==> src/rtl/aes_sbox_pkg.sv <==
// Shared definitions for the byte-serial SubWord stage: FSM encodings, AES
// constants and the GF(2^8) helpers behind the Sbox.
package aes_sbox_pkg;

  typedef enum logic [1:0] {
    IDLE = 2'd0,
    RUN  = 2'd1,
    DONE = 2'd2
  } state_e;

  localparam logic [7:0] SBOX_AFFINE_C  = 8'h63;
  localparam logic [7:0] SBOX_IAFFINE_C = 8'h05;
  localparam int         AES_WORD_BYTES = 4;

  // Multiply in GF(2^8) modulo x^8 + x^4 + x^3 + x + 1.
  function automatic logic [7:0] gf_mul(input logic [7:0] a, input logic [7:0] b);
    logic [7:0] p;
    logic [7:0] t;
    p = 8'h00;
    t = a;
    for (int k = 0; k < 8; k++) begin
      if (b[k]) p = p ^ t;
      t = {t[6:0], 1'b0} ^ (t[7] ? 8'h1b : 8'h00);
    end
    return p;
  endfunction

  // x^254 is the multiplicative inverse, and maps 0 to 0 as AES requires.
  function automatic logic [7:0] gf_inv(input logic [7:0] x);
    logic [7:0] r;
    r = x;
    for (int k = 0; k < 6; k++) r = gf_mul(gf_mul(r, r), x);
    return gf_mul(r, r);
  endfunction

  function automatic logic [7:0] affine(input logic [7:0] x);
    logic [7:0] b;
    for (int k = 0; k < 8; k++)
      b[k] = x[3'(k)] ^ x[3'(k + 4)] ^ x[3'(k + 5)] ^ x[3'(k + 6)] ^ x[3'(k + 7)]
             ^ SBOX_AFFINE_C[k];
    return b;
  endfunction

  function automatic logic [7:0] inv_affine(input logic [7:0] x);
    logic [7:0] b;
    for (int k = 0; k < 8; k++)
      b[k] = x[3'(k + 2)] ^ x[3'(k + 5)] ^ x[3'(k + 7)] ^ SBOX_IAFFINE_C[k];
    return b;
  endfunction

endpackage

==> src/rtl/aes_subword_serial_sbox.sv <==
// Single combinational AES S-box, forward or inverse selected per cycle.
module Sbox
  import aes_sbox_pkg::*;
(
  input  logic [7:0] i,
  input  logic       inverse,
  output logic [7:0] o
);

  assign o = inverse ? gf_inv(inv_affine(i)) : affine(gf_inv(i));

endmodule

==> src/rtl/aes_subword_serial.sv <==
// Byte-serial SubWord: streams one word's bytes through a single Sbox, one
// byte per cycle, and hands the substituted word downstream over valid/ready.
module aes_subword_serial
  import aes_sbox_pkg::*;
#(
  parameter int BYTES = AES_WORD_BYTES
) (
  input  logic               clk,
  input  logic               rst,
  input  logic               in_valid,
  output logic               in_ready,
  input  logic [8*BYTES-1:0] in_data,
  input  logic               in_inverse,
  output logic               out_valid,
  input  logic               out_ready,
  output logic [8*BYTES-1:0] out_data,
  output logic               out_inverse
);

  localparam int            CW       = (BYTES > 1) ? $clog2(BYTES) : 1;
  localparam logic [CW-1:0] CNT_LAST = CW'(BYTES - 1);

  state_e             state_q, state_d;
  logic [CW-1:0]      cnt_q, cnt_d;
  logic [8*BYTES-1:0] src_q, src_d;
  logic [8*BYTES-1:0] res_q, res_d;
  logic               mode_q, mode_d;
  logic               out_inv_q, out_inv_d;
  logic [7:0]         sbox_in;
  logic [7:0]         sbox_out;

  always_comb begin
    sbox_in = 8'h00;
    for (int k = 0; k < BYTES; k++)
      if (cnt_q == CW'(k)) sbox_in = src_q[8*k +: 8];
  end

  Sbox u_sbox (
    .i       (sbox_in),
    .inverse (mode_q),
    .o       (sbox_out)
  );

  always_comb begin
    state_d   = state_q;
    cnt_d     = cnt_q;
    src_d     = src_q;
    mode_d    = mode_q;
    res_d     = res_q;
    out_inv_d = out_inv_q;
    case (state_q)
      IDLE: begin
        if (in_valid) begin
          src_d   = in_data;
          mode_d  = in_inverse;
          cnt_d   = '0;
          state_d = RUN;
        end
      end
      RUN: begin
        for (int k = 0; k < BYTES; k++)
          if (cnt_q == CW'(k)) res_d[8*k +: 8] = sbox_out;
        // cnt holds at the last byte index so it never wraps.
        if (cnt_q == CNT_LAST) begin
          out_inv_d = mode_q;
          state_d   = DONE;
        end else begin
          cnt_d = cnt_q + 1'b1;
        end
      end
      DONE: begin
        if (out_ready) state_d = IDLE;
      end
      default: state_d = IDLE;
    endcase
  end

  always_ff @(posedge clk or posedge rst) begin
    if (rst) begin
      state_q   <= IDLE;
      cnt_q     <= '0;
      src_q     <= '0;
      res_q     <= '0;
      mode_q    <= 1'b0;
      out_inv_q <= 1'b0;
    end else begin
      state_q   <= state_d;
      cnt_q     <= cnt_d;
      src_q     <= src_d;
      res_q     <= res_d;
      mode_q    <= mode_d;
      out_inv_q <= out_inv_d;
    end
  end

  assign in_ready    = (state_q == IDLE) && !rst;
  assign out_valid   = (state_q == DONE);
  assign out_data    = res_q;
  assign out_inverse = out_inv_q;

endmodule
==> config.mk <==
export PLATFORM = sky130hd
export DESIGN_NAME = aes_subword_serial
export DESIGN_NICKNAME = d
export VERILOG_FILES = /design/src/rtl/aes_sbox_pkg.sv /design/src/rtl/aes_subword_serial_sbox.sv /design/src/rtl/aes_subword_serial.sv
export SDC_FILE = /design/constraint.sdc
export NUM_CORES = 1
export LEC_CHECK = 0
export BUFFER_PORTS_ARGS = -buffer_cell sky130_fd_sc_hd__buf_2
export CAP_MARGIN = 30
export CELL_PAD_IN_SITES_DETAIL_PLACEMENT = 1
export CELL_PAD_IN_SITES_GLOBAL_PLACEMENT = 1
export CORE_ASPECT_RATIO = 0.75
export CORE_MARGIN = 4
export CORE_UTILIZATION = 50
export DETAILED_ROUTE_END_ITERATION = 16
export PLACE_DENSITY = 0.83
export SLEW_MARGIN = 5
export SYNTH_ARGS = -nofsm -noshare
export SYNTH_HDL_FRONTEND = slang
export SYNTH_SLANG_ARGS = --single-unit
export TNS_END_PERCENT = 5
==> constraint.sdc <==
create_clock -name clk -period 38.1 [get_ports clk]
set_clock_uncertainty 0.2 [all_clocks]
set_input_delay 5.715 -clock clk [delete_from_list [all_inputs] [get_ports clk]]
set_output_delay 5.715 -clock clk [all_outputs]
set_load 0.05 [all_outputs]
==> results of run 1 <==
==> placed cells by master (no fill, tap or decap), types with 12 or more instances in the layout <==
cell type / instances
dfrtp_1: 70
xor2_2: 15
nand4_1: 19
and3_1: 17
nand2_1: 370
buf_2: 71
mux2_2: 49
mux2i_1: 65
a211oi_1: 26
o21ai_0: 125
nor2_1: 296
a211o_1: 12
o31ai_1: 14
nand3_1: 76
xor2_1: 137
a222oi_1: 14
a21oi_1: 131
inv_1: 29
nor3_1: 67
xnor2_1: 371
nor3b_1: 17
nand3b_1: 12
o21ai_1: 12
xnor2_2: 31
o22ai_1: 29
xnor3_1: 113
o211ai_1: 25
o221ai_1: 15
ha_1: 20
buf_4: 60
xnor3_2: 16
a31oi_1: 18
and2_1: 26
a22oi_1: 19
nor2b_1: 19
xor3_1: 26
==> per-layer routing <==
metal / routed length, µm / GRT usage
met1: 35900 / 0.472
met2: 34600 / 0.489
met3: 8010 / 0.0703
met4: 1270 / 0.0543
met5: 13 / 0
==> kinds of logic after synthesis <==
logic type | after synthesis | synth area share
AOI/OAI and AO/OA | 586 | 0.182
DFF | 70 | 0.0783
buffers and inverters | 242 | 0.0626
xor gates and xnor gates | 723 | 0.407
adders and majority gates | 20 | 0.0112
and+or+nand+nor | 1000 | 0.204
muxes | 116 | 0.0558
==> worst min-delay path by stage <==
stage | startpoint | slack, ns | depth (start not counted) | to
floorplan | src_q[26]$_DFFE_PP0P_ | 0.27 | 1 | src_q[26]$_DFFE_PP0P_
global placement | out_data[3]$_DFFE_PP0P_ | 0.26 | 2 | out_data[3]$_DFFE_PP0P_
detailed placement | out_data[14]$_DFFE_PP0P_ | 0.27 | 2 | out_data[14]$_DFFE_PP0P_
CTS | out_data[3]$_DFFE_PP0P_ | 0.29 | 2 | out_data[3]$_DFFE_PP0P_
global route | out_data[3]$_DFFE_PP0P_ | 0.32 | 2 | out_data[3]$_DFFE_PP0P_
finish | out_data[3]$_DFFE_PP0P_ | 0.29 | 2 | out_data[3]$_DFFE_PP0P_
==> synthesized netlist by cell type, types with 30 or more instances <==
library cell / count
xor2_1: 137
dfrtp_1: 70
nor3_1: 67
nand2_1: 370
clkbuf_1: 92
xnor3_1: 113
buf_6: 42
nor2_1: 296
inv_1: 30
mux2_2: 49
nand3_1: 76
mux2i_1: 65
a21oi_1: 131
o21ai_0: 125
xnor2_1: 374
==> through the flow <==
| stage | area (µm²) | setup WS, ns |
|---|---|---|
| after detailed placement | 22700 | 12.76 |
| after global placement | 22700 | 14.02 |
| after CTS | 23000 | 12.64 |
| after floorplan | 22400 | 14.89 |
| after global routing | 23100 | 11.22 |
| final | 23100 | 12.70 |
==> area by class of cell <==
cell class / count / area, µm²
Clock buffer: 10 / 239
Clock inverter: 6 / 68.8
Fill cell: 5351 / 20700
Inverter: 39 / 149
Multi-Input combinational cell: 2445 / 19300
Sequential cell: 70 / 1750
Tap cell: 578 / 723
Timing Repair Buffer: 134 / 852
==> flip-flops by register name (all words and copies together), names as in the netlist <==
name and flops:
state_q 2, src_q 32, cnt_q 2, mode_q 1, out_data 32, out_inverse 1
==> worst register-to-register path: cells and delay by family (launching register included) <==
| family | cells | cell delay [ns] |
|---|---|---|
| muxes | 3 | 0.34 |
| and+or+nand+nor | 12 | 2.24 |
| AOI/OAI and AO/OA | 8 | 2.38 |
| buffers and inverters | 6 | 1.12 |
| DFF | 1 | 0.42 |
| xor gates and xnor gates | 35 | 15.18 |
| adders and majority gates | 7 | 3.41 |
==> flow_metrics.env, run 1 <==
export IMPL_status="completed"
export IMPL_cpPeakStageDelay_ns=0.90
export IMPL_reg2reg_slack_ns=12.70
export IMPL_antenna_found_initial=1
export IMPL_dp_cells=3259
export IMPL_worstPathArrival_ns=25.41
export IMPL_die_w_um=252
export IMPL_post_route_util=0.528
export IMPL_clk_latency_ns=0.34
export IMPL_drt_iter0_markers=2349
export IMPL_dp_hpwl_um=57800
export IMPL_clk_pin_slew_ns=0.06
export IMPL_h_tree_depth=3
export IMPL_tightest_slew_ns=1.20
export IMPL_first_pass_iters=8
export IMPL_synth_edf_count=0
export IMPL_grt_usage=0.320
export IMPL_avgSynthCellArea_um2=8.11
export IMPL_yosys_top_cells_area="xnor2_1 (15%), xnor3_1 (11%), dfrtp_1 (7.8%)"
export IMPL_crit_fanout=28
export IMPL_relSlewSlack=0.199
export IMPL_final_layout_size_suffix_gt1_frac=0.126
export IMPL_yosysTopAreaCellShare=0.146
export IMPL_final_nets=2756
export IMPL_finalMaxSlewViolations=0
export IMPL_synth_largest_area_cell="xnor2_1"
export IMPL_worstSetupPathType="flip-flop to flip-flop"
export IMPL_fmax_mhz=39.4
export IMPL_timing_rr_end="out_data[17]$_DFFE_PP0P_"
export IMPL_cts_resized=0
export IMPL_cts_tree="done"
export IMPL_ant_nets=0
export IMPL_worst_path_buf_inv=6
export IMPL_synthArstFlopShare=1.00
export IMPL_root_buffer="clkbuf_16"
export IMPL_worst_setup_path_end_kind="flip-flop"
export IMPL_synth_yosys_warnings=0
export IMPL_io_buffers=71
export IMPL_synth_main_ff_cell="dfrtp_1"
export IMPL_rows=66
export IMPL_start_kind="flip-flop"
export IMPL_core_region_area_um2=43800
export IMPL_hold_violations=0
export IMPL_rsz0062_at_grt="false"
export IMPL_cts_sinks=70
export IMPL_crit_required_ns=38.11
export IMPL_synth_seq_cells=70
export IMPL_whs_ns=0.289
export IMPL_cp_startpoint="cnt_q[0]$_DFFE_PP0P_"
export IMPL_first_global_vias=21741
export IMPL_die_height_um=191
export IMPL_initial_core_util=0.511
export IMPL_finalCritPeriodShare=0.667
export IMPL_syn_nets=2814
export IMPL_synth_cell_types=112
export IMPL_cap_viol_max_count=0
export IMPL_reg2reg_depth=71
export IMPL_fin_crit_ns=25.40
export IMPL_synthCells=2757
export IMPL_r2r_start="cnt_q[0]$_DFFE_PP0P_"
export IMPL_critical_path_top_delay_family="XOR/XNOR gates"
export IMPL_setup_violations=0
export IMPL_drt_wl_total_um=79800
export IMPL_insertedDiodeCount=0
export IMPL_grt_max_degree=106
export IMPL_crit_slowest_cell="xnor3_1"
export IMPL_cts_setup_buffers=0
export IMPL_worstHoldPathType="flip-flop to flip-flop"
export IMPL_crit_path_frequent_cell="xnor3_1"
export IMPL_viasPerCell=6.55
export IMPL_post_route_drc_count=0
export IMPL_num_vias=21503
export IMPL_place_gp_congestion=0.914
export IMPL_syn_to_final_growth_pct=3.22
export IMPL_fin_tns_setup_ns=0
export IMPL_grt_overflow_total=0
export IMPL_netlist_area_um2=22400
export IMPL_cts_buffers=9
export IMPL_pin_count=72
export IMPL_path_depth=71
export IMPL_stdcell_count=3282
export IMPL_cp_endpoint="out_data[17]$_DFFE_PP0P_"
export IMPL_dieArea_um2=48200
export IMPL_wire_per_inst_um=24.3
export IMPL_yosysSeqAreaShare=0.0783
export IMPL_grt_pass1_wl_um=125000
export IMPL_cts_hold_buf=0
export IMPL_clock_path_buffers=2
Power of run 1 is left out: the tool's default activity adds up to more than one toggle a clock period on the data nets, which glitch-free logic cannot reach.
==> run 2, diff against run 1 <==
clock period = 24.8 ns   (was 38.1 ns; I/O delays follow)
==> flow_metrics.env, run 2 (synthesis gave the netlist of run 1 again) <==
export IMPL_drt_iter0_markers=2104
export IMPL_post_route_drc_count=0
export IMPL_tightest_slew_ns=1.04
export IMPL_cts_hold_buf=0
export IMPL_relSlewSlack=0.299
export IMPL_pre_cts_ws_ns=0.562
export IMPL_first_pass_iters=7
export IMPL_root_buffer="clkbuf_16"
export IMPL_crit_slowest_cell="xnor3_1"
export IMPL_finalMaxSlewViolations=0
export IMPL_path_depth=71
export IMPL_setup_slack_ns=1.36
export IMPL_first_global_vias=21724
export IMPL_worst_path_buf_inv=6
export IMPL_viasPerCell=6.49
export IMPL_worst_setup_path_end_kind="flip-flop"
export IMPL_worstHoldPathType="flip-flop to flip-flop"
export IMPL_ant_nets=0
export IMPL_cap_viol_max_count=0
export IMPL_cts_tree="done"
export IMPL_die_w_um=252
export IMPL_final_layout_size_suffix_gt1_frac=0.132
export IMPL_syn_to_final_growth_pct=3.88
export IMPL_io_buffers=71
export IMPL_grt_usage=0.317
export IMPL_wire_per_inst_um=24.0
export IMPL_start_kind="flip-flop"
export IMPL_reg2reg_depth=71
export IMPL_fmax_mhz=42.7
export IMPL_core_region_area_um2=43800
export IMPL_whs_path_depth=2
export IMPL_clk_latency_ns=0.33
export IMPL_initial_core_util=0.511
export IMPL_rows=66
export IMPL_num_vias=21391
export IMPL_clock_path_buffers=2
export IMPL_finalCritPeriodShare=0.945
export IMPL_dieArea_um2=48200
export IMPL_cpPeakStageDelay_ns=0.70
export IMPL_fin_crit_ns=23.44
export IMPL_cts_buffers=9
export IMPL_grt_pass1_wl_um=124000
export IMPL_crit_required_ns=24.83
export IMPL_cts_sinks=70
export IMPL_grt_overflow_total=0
export IMPL_clk_pin_slew_ns=0.06
export IMPL_h_tree_depth=3
export IMPL_critical_path_top_delay_family="XOR/XNOR gates"
export IMPL_dp_hpwl_um=58000
export IMPL_status="completed"
export IMPL_drt_wl_total_um=79200
export IMPL_worstSetupPathType="flip-flop to flip-flop"
export IMPL_mostFrequentLayoutCells="nand2_1 (370), xnor2_1 (370), nor2_1 (296)"
export IMPL_antenna_found_initial=1
export IMPL_place_gp_congestion=0.890
export IMPL_die_height_um=191
export IMPL_final_nets=2769
export IMPL_setup_violations=0
export IMPL_fin_tns_setup_ns=0
export IMPL_crit_fanout=21
export IMPL_crit_path_frequent_cell="xnor3_1"
export IMPL_pin_count=72
export IMPL_grt_max_degree=86
export IMPL_worstPathArrival_ns=23.47
export IMPL_hold_violations=0
-- run 2: final cells by class --
type / instances / area, µm²
fillers: 5330 / 20500
multi-input cells: 2445 / 19400
flip-flops and latches: 70 / 1750
repair buffers: 147 / 940
well taps: 578 / 723
clock buffers: 10 / 239
inverters: 39 / 149
clock inverters: 6 / 67.6
diodes: 1 / 2.50
-- run 2: through the flow --
step / hold WS, ns / area [µm²] / utilization / std cells
6_report: 0.300 / 23200 / 0.531 / 3296
5_1_grt: 0.330 / 23200 / 0.531 / 3295
4_1_cts: 0.304 / 23100 / 0.528 / 3286
3_5_place_dp: 0.270 / 22800 / 0.521 / 3270
3_3_place_gp: 0.263 / 22800 / 0.520 / 3267
2_1_floorplan: 0.273 / 22400 / - / 2757
-- run 2: worst min-delay path, cell delays in order (launching register included) --
cell	delay, ns
dfrtp_1	0.35
nand2_1	0.05
o21ai_0	0.06
-- run 2: path summary, 6_finish.rpt --
path                       slack (ns)                     from                  endpoint
max                              1.36     cnt_q[1]$_DFFE_PP0P_  out_data[27]$_DFFE_PP0P_
min                              0.30  out_data[2]$_DFFE_PP0P_   out_data[2]$_DFFE_PP0P_
max reg2reg                      1.36     cnt_q[1]$_DFFE_PP0P_  out_data[27]$_DFFE_PP0P_
min reg2reg                      0.30  out_data[2]$_DFFE_PP0P_   out_data[2]$_DFFE_PP0P_
max in group asynchronous       20.40                      rst   out_data[1]$_DFFE_PP0P_
min in group asynchronous        3.46                      rst      src_q[2]$_DFFE_PP0P_
-- run 2: layer usage --
metal | part of all wire | GRT usage | routed length (µm)
met4 | 0.014 | 0.0549 | 1110
met3 | 0.10 | 0.0684 | 7920
met1 | 0.45 | 0.465 | 35900
met2 | 0.43 | 0.485 | 34200
met5 | 0.00085 | 0.0102 | 67
-- run 2: what timing repair did --
action                     4_1_cts  5_1_grt
buffers inserted                 0        4
resized for setup                0        9
setup endpoints to repair        0       16
Power of run 2 is left out for the same reason.
==> run 3, diff against run 2 <==
CORE_UTILIZATION = 40   (was 50)
PLACE_DENSITY = 0.68   (was 0.83)
==> flow_metrics.env, run 3 (synthesis gave the netlist of run 1 again) <==
export IMPL_status="completed"
export IMPL_worst_setup_path_end_kind="flip-flop"
export IMPL_reg2reg_slack_ns=1.48
export IMPL_fmax_mhz=42.9
export IMPL_clk_latency_ns=0.33
export IMPL_crit_fanout=25
export IMPL_grt_max_degree=71
export IMPL_crit_required_ns=24.83
export IMPL_clk_pin_slew_ns=0.06
export IMPL_hold_end="out_data[26]$_DFFE_PP0P_"
export IMPL_pre_cts_ws_ns=0.449
export IMPL_first_pass_iters=6
export IMPL_antenna_found_initial=1
export IMPL_syn_to_final_growth_pct=4.73
export IMPL_final_nets=2773
export IMPL_io_buffers=71
export IMPL_stdcell_count=3443
export IMPL_hp_start="out_data[26]$_DFFE_PP0P_"
export IMPL_whs_ns=0.274
export IMPL_setup_slack_ns=1.48
export IMPL_start_kind="flip-flop"
export IMPL_place_gp_congestion=0.881
export IMPL_whs_path_depth=2
export IMPL_finalCritPeriodShare=0.940
export IMPL_rows=74
export IMPL_timing_rr_end="out_data[19]$_DFFE_PP0P_"
export IMPL_crit_path_frequent_cell="xnor3_1"
export IMPL_fin_tns_setup_ns=0
export IMPL_dp_hpwl_um=59200
export IMPL_num_vias=20827
export IMPL_cap_viol_max_count=0
export IMPL_cts_tree="done"
export IMPL_reg2reg_depth=70
export IMPL_worstHoldPathType="flip-flop to flip-flop"
export IMPL_grt_pass1_wl_um=124000
export IMPL_grt_overflow_total=0
export IMPL_mostFrequentLayoutCells="nand2_1 (370), xnor2_1 (370), nor2_1 (296)"
export IMPL_setup_violations=0
export IMPL_core_region_area_um2=54900
export IMPL_drt_wl_total_um=80100
export IMPL_worstSetupPathType="flip-flop to flip-flop"
export IMPL_finalMaxSlewViolations=0
export IMPL_crit_slowest_cell="xnor3_2"
export IMPL_initial_core_util=0.407
export IMPL_cpPeakStageDelay_ns=0.71
export IMPL_pin_count=72
export IMPL_cts_buffers=9
export IMPL_clock_path_buffers=2
export IMPL_insertedDiodeCount=0
export IMPL_wire_per_inst_um=23.3
export IMPL_r2r_start="cnt_q[1]$_DFFE_PP0P_"
export IMPL_cts_sinks=70
export IMPL_grt_usage=0.259
export IMPL_viasPerCell=6.05
export IMPL_relSlewSlack=0.219
export IMPL_h_tree_depth=3
export IMPL_first_global_vias=20707
export IMPL_fin_crit_ns=23.32
export IMPL_dieArea_um2=59800
export IMPL_die_w_um=281
export IMPL_cts_hold_buf=0
export IMPL_ant_nets=0
export IMPL_hold_violations=0
export IMPL_worstPathArrival_ns=23.35
export IMPL_final_layout_size_suffix_gt1_frac=0.133
export IMPL_rsz0062_at_grt="false"
export IMPL_dp_cells=3418
export IMPL_die_height_um=213
export IMPL_root_buffer="clkbuf_16"
export IMPL_post_route_drc_count=0
export IMPL_tightest_slew_ns=1.17
export IMPL_drt_iter0_markers=1844
-- run 3: worst max-delay path, delay by kind of cell (launching register included) --
kind | cells | cell delay, ns
flops | 1 | 0.41
simple gates | 12 | 1.50
fa+ha+maj | 6 | 2.68
mux | 1 | 0.08
xor+xnor | 36 | 14.28
buf+inv | 5 | 0.65
compound gates | 10 | 3.33
-- run 3: per-stage QoR --
stage / util / cell area, µm²
global route: 0.427 / 23400
detailed placement: 0.419 / 23000
CTS: 0.424 / 23300
floorplan: - / 22400
global placement: 0.419 / 23000
finish: 0.427 / 23400
-- run 3: metal layers --
layer | vias up | GRT usage | wire length, µm | share of wire
li1 | 9599 | - | - | -
met1 | 10478 | 0.405 | 39800 | 0.50
met2 | 700 | 0.384 | 33600 | 0.42
met3 | 48 | 0.0423 | 6050 | 0.076
met4 | 2 | 0.0288 | 637 | 0.0080
met5 | - | 0 | 7 | 0.000087
-- run 3: final cells by class --
| cell class | count | area [µm²] |
|---|---|---|
| clock buffers | 9 | 225 |
| clock inverters | 7 | 72.6 |
| fillers | 6620 | 31500 |
| inverters | 39 | 150 |
| multi-input cells | 2445 | 19400 |
| flip-flops and latches | 70 | 1750 |
| well taps | 722 | 903 |
| repair buffers | 151 | 971 |
-- run 3: what timing repair did --
action | CTS | global route
setup endpoints to repair | 0 | 16
resized for setup | 0 | 8
setup buffers | 0 | 4
-- run 3: worst max path at each step --
stage	cells after the start	slack, ns	end	from
floorplan	91	1.59	out_data[27]$_DFFE_PP0P_	cnt_q[0]$_DFFE_PP0P_
global placement	71	1.44	out_data[27]$_DFFE_PP0P_	cnt_q[0]$_DFFE_PP0P_
detailed placement	70	0.45	out_data[3]$_DFFE_PP0P_	cnt_q[1]$_DFFE_PP0P_
CTS	70	0.31	out_data[27]$_DFFE_PP0P_	cnt_q[1]$_DFFE_PP0P_
global route	72	0.04	out_data[3]$_DFFE_PP0P_	cnt_q[1]$_DFFE_PP0P_
finish	70	1.48	out_data[19]$_DFFE_PP0P_	cnt_q[1]$_DFFE_PP0P_
Power of run 3 is left out for the same reason.
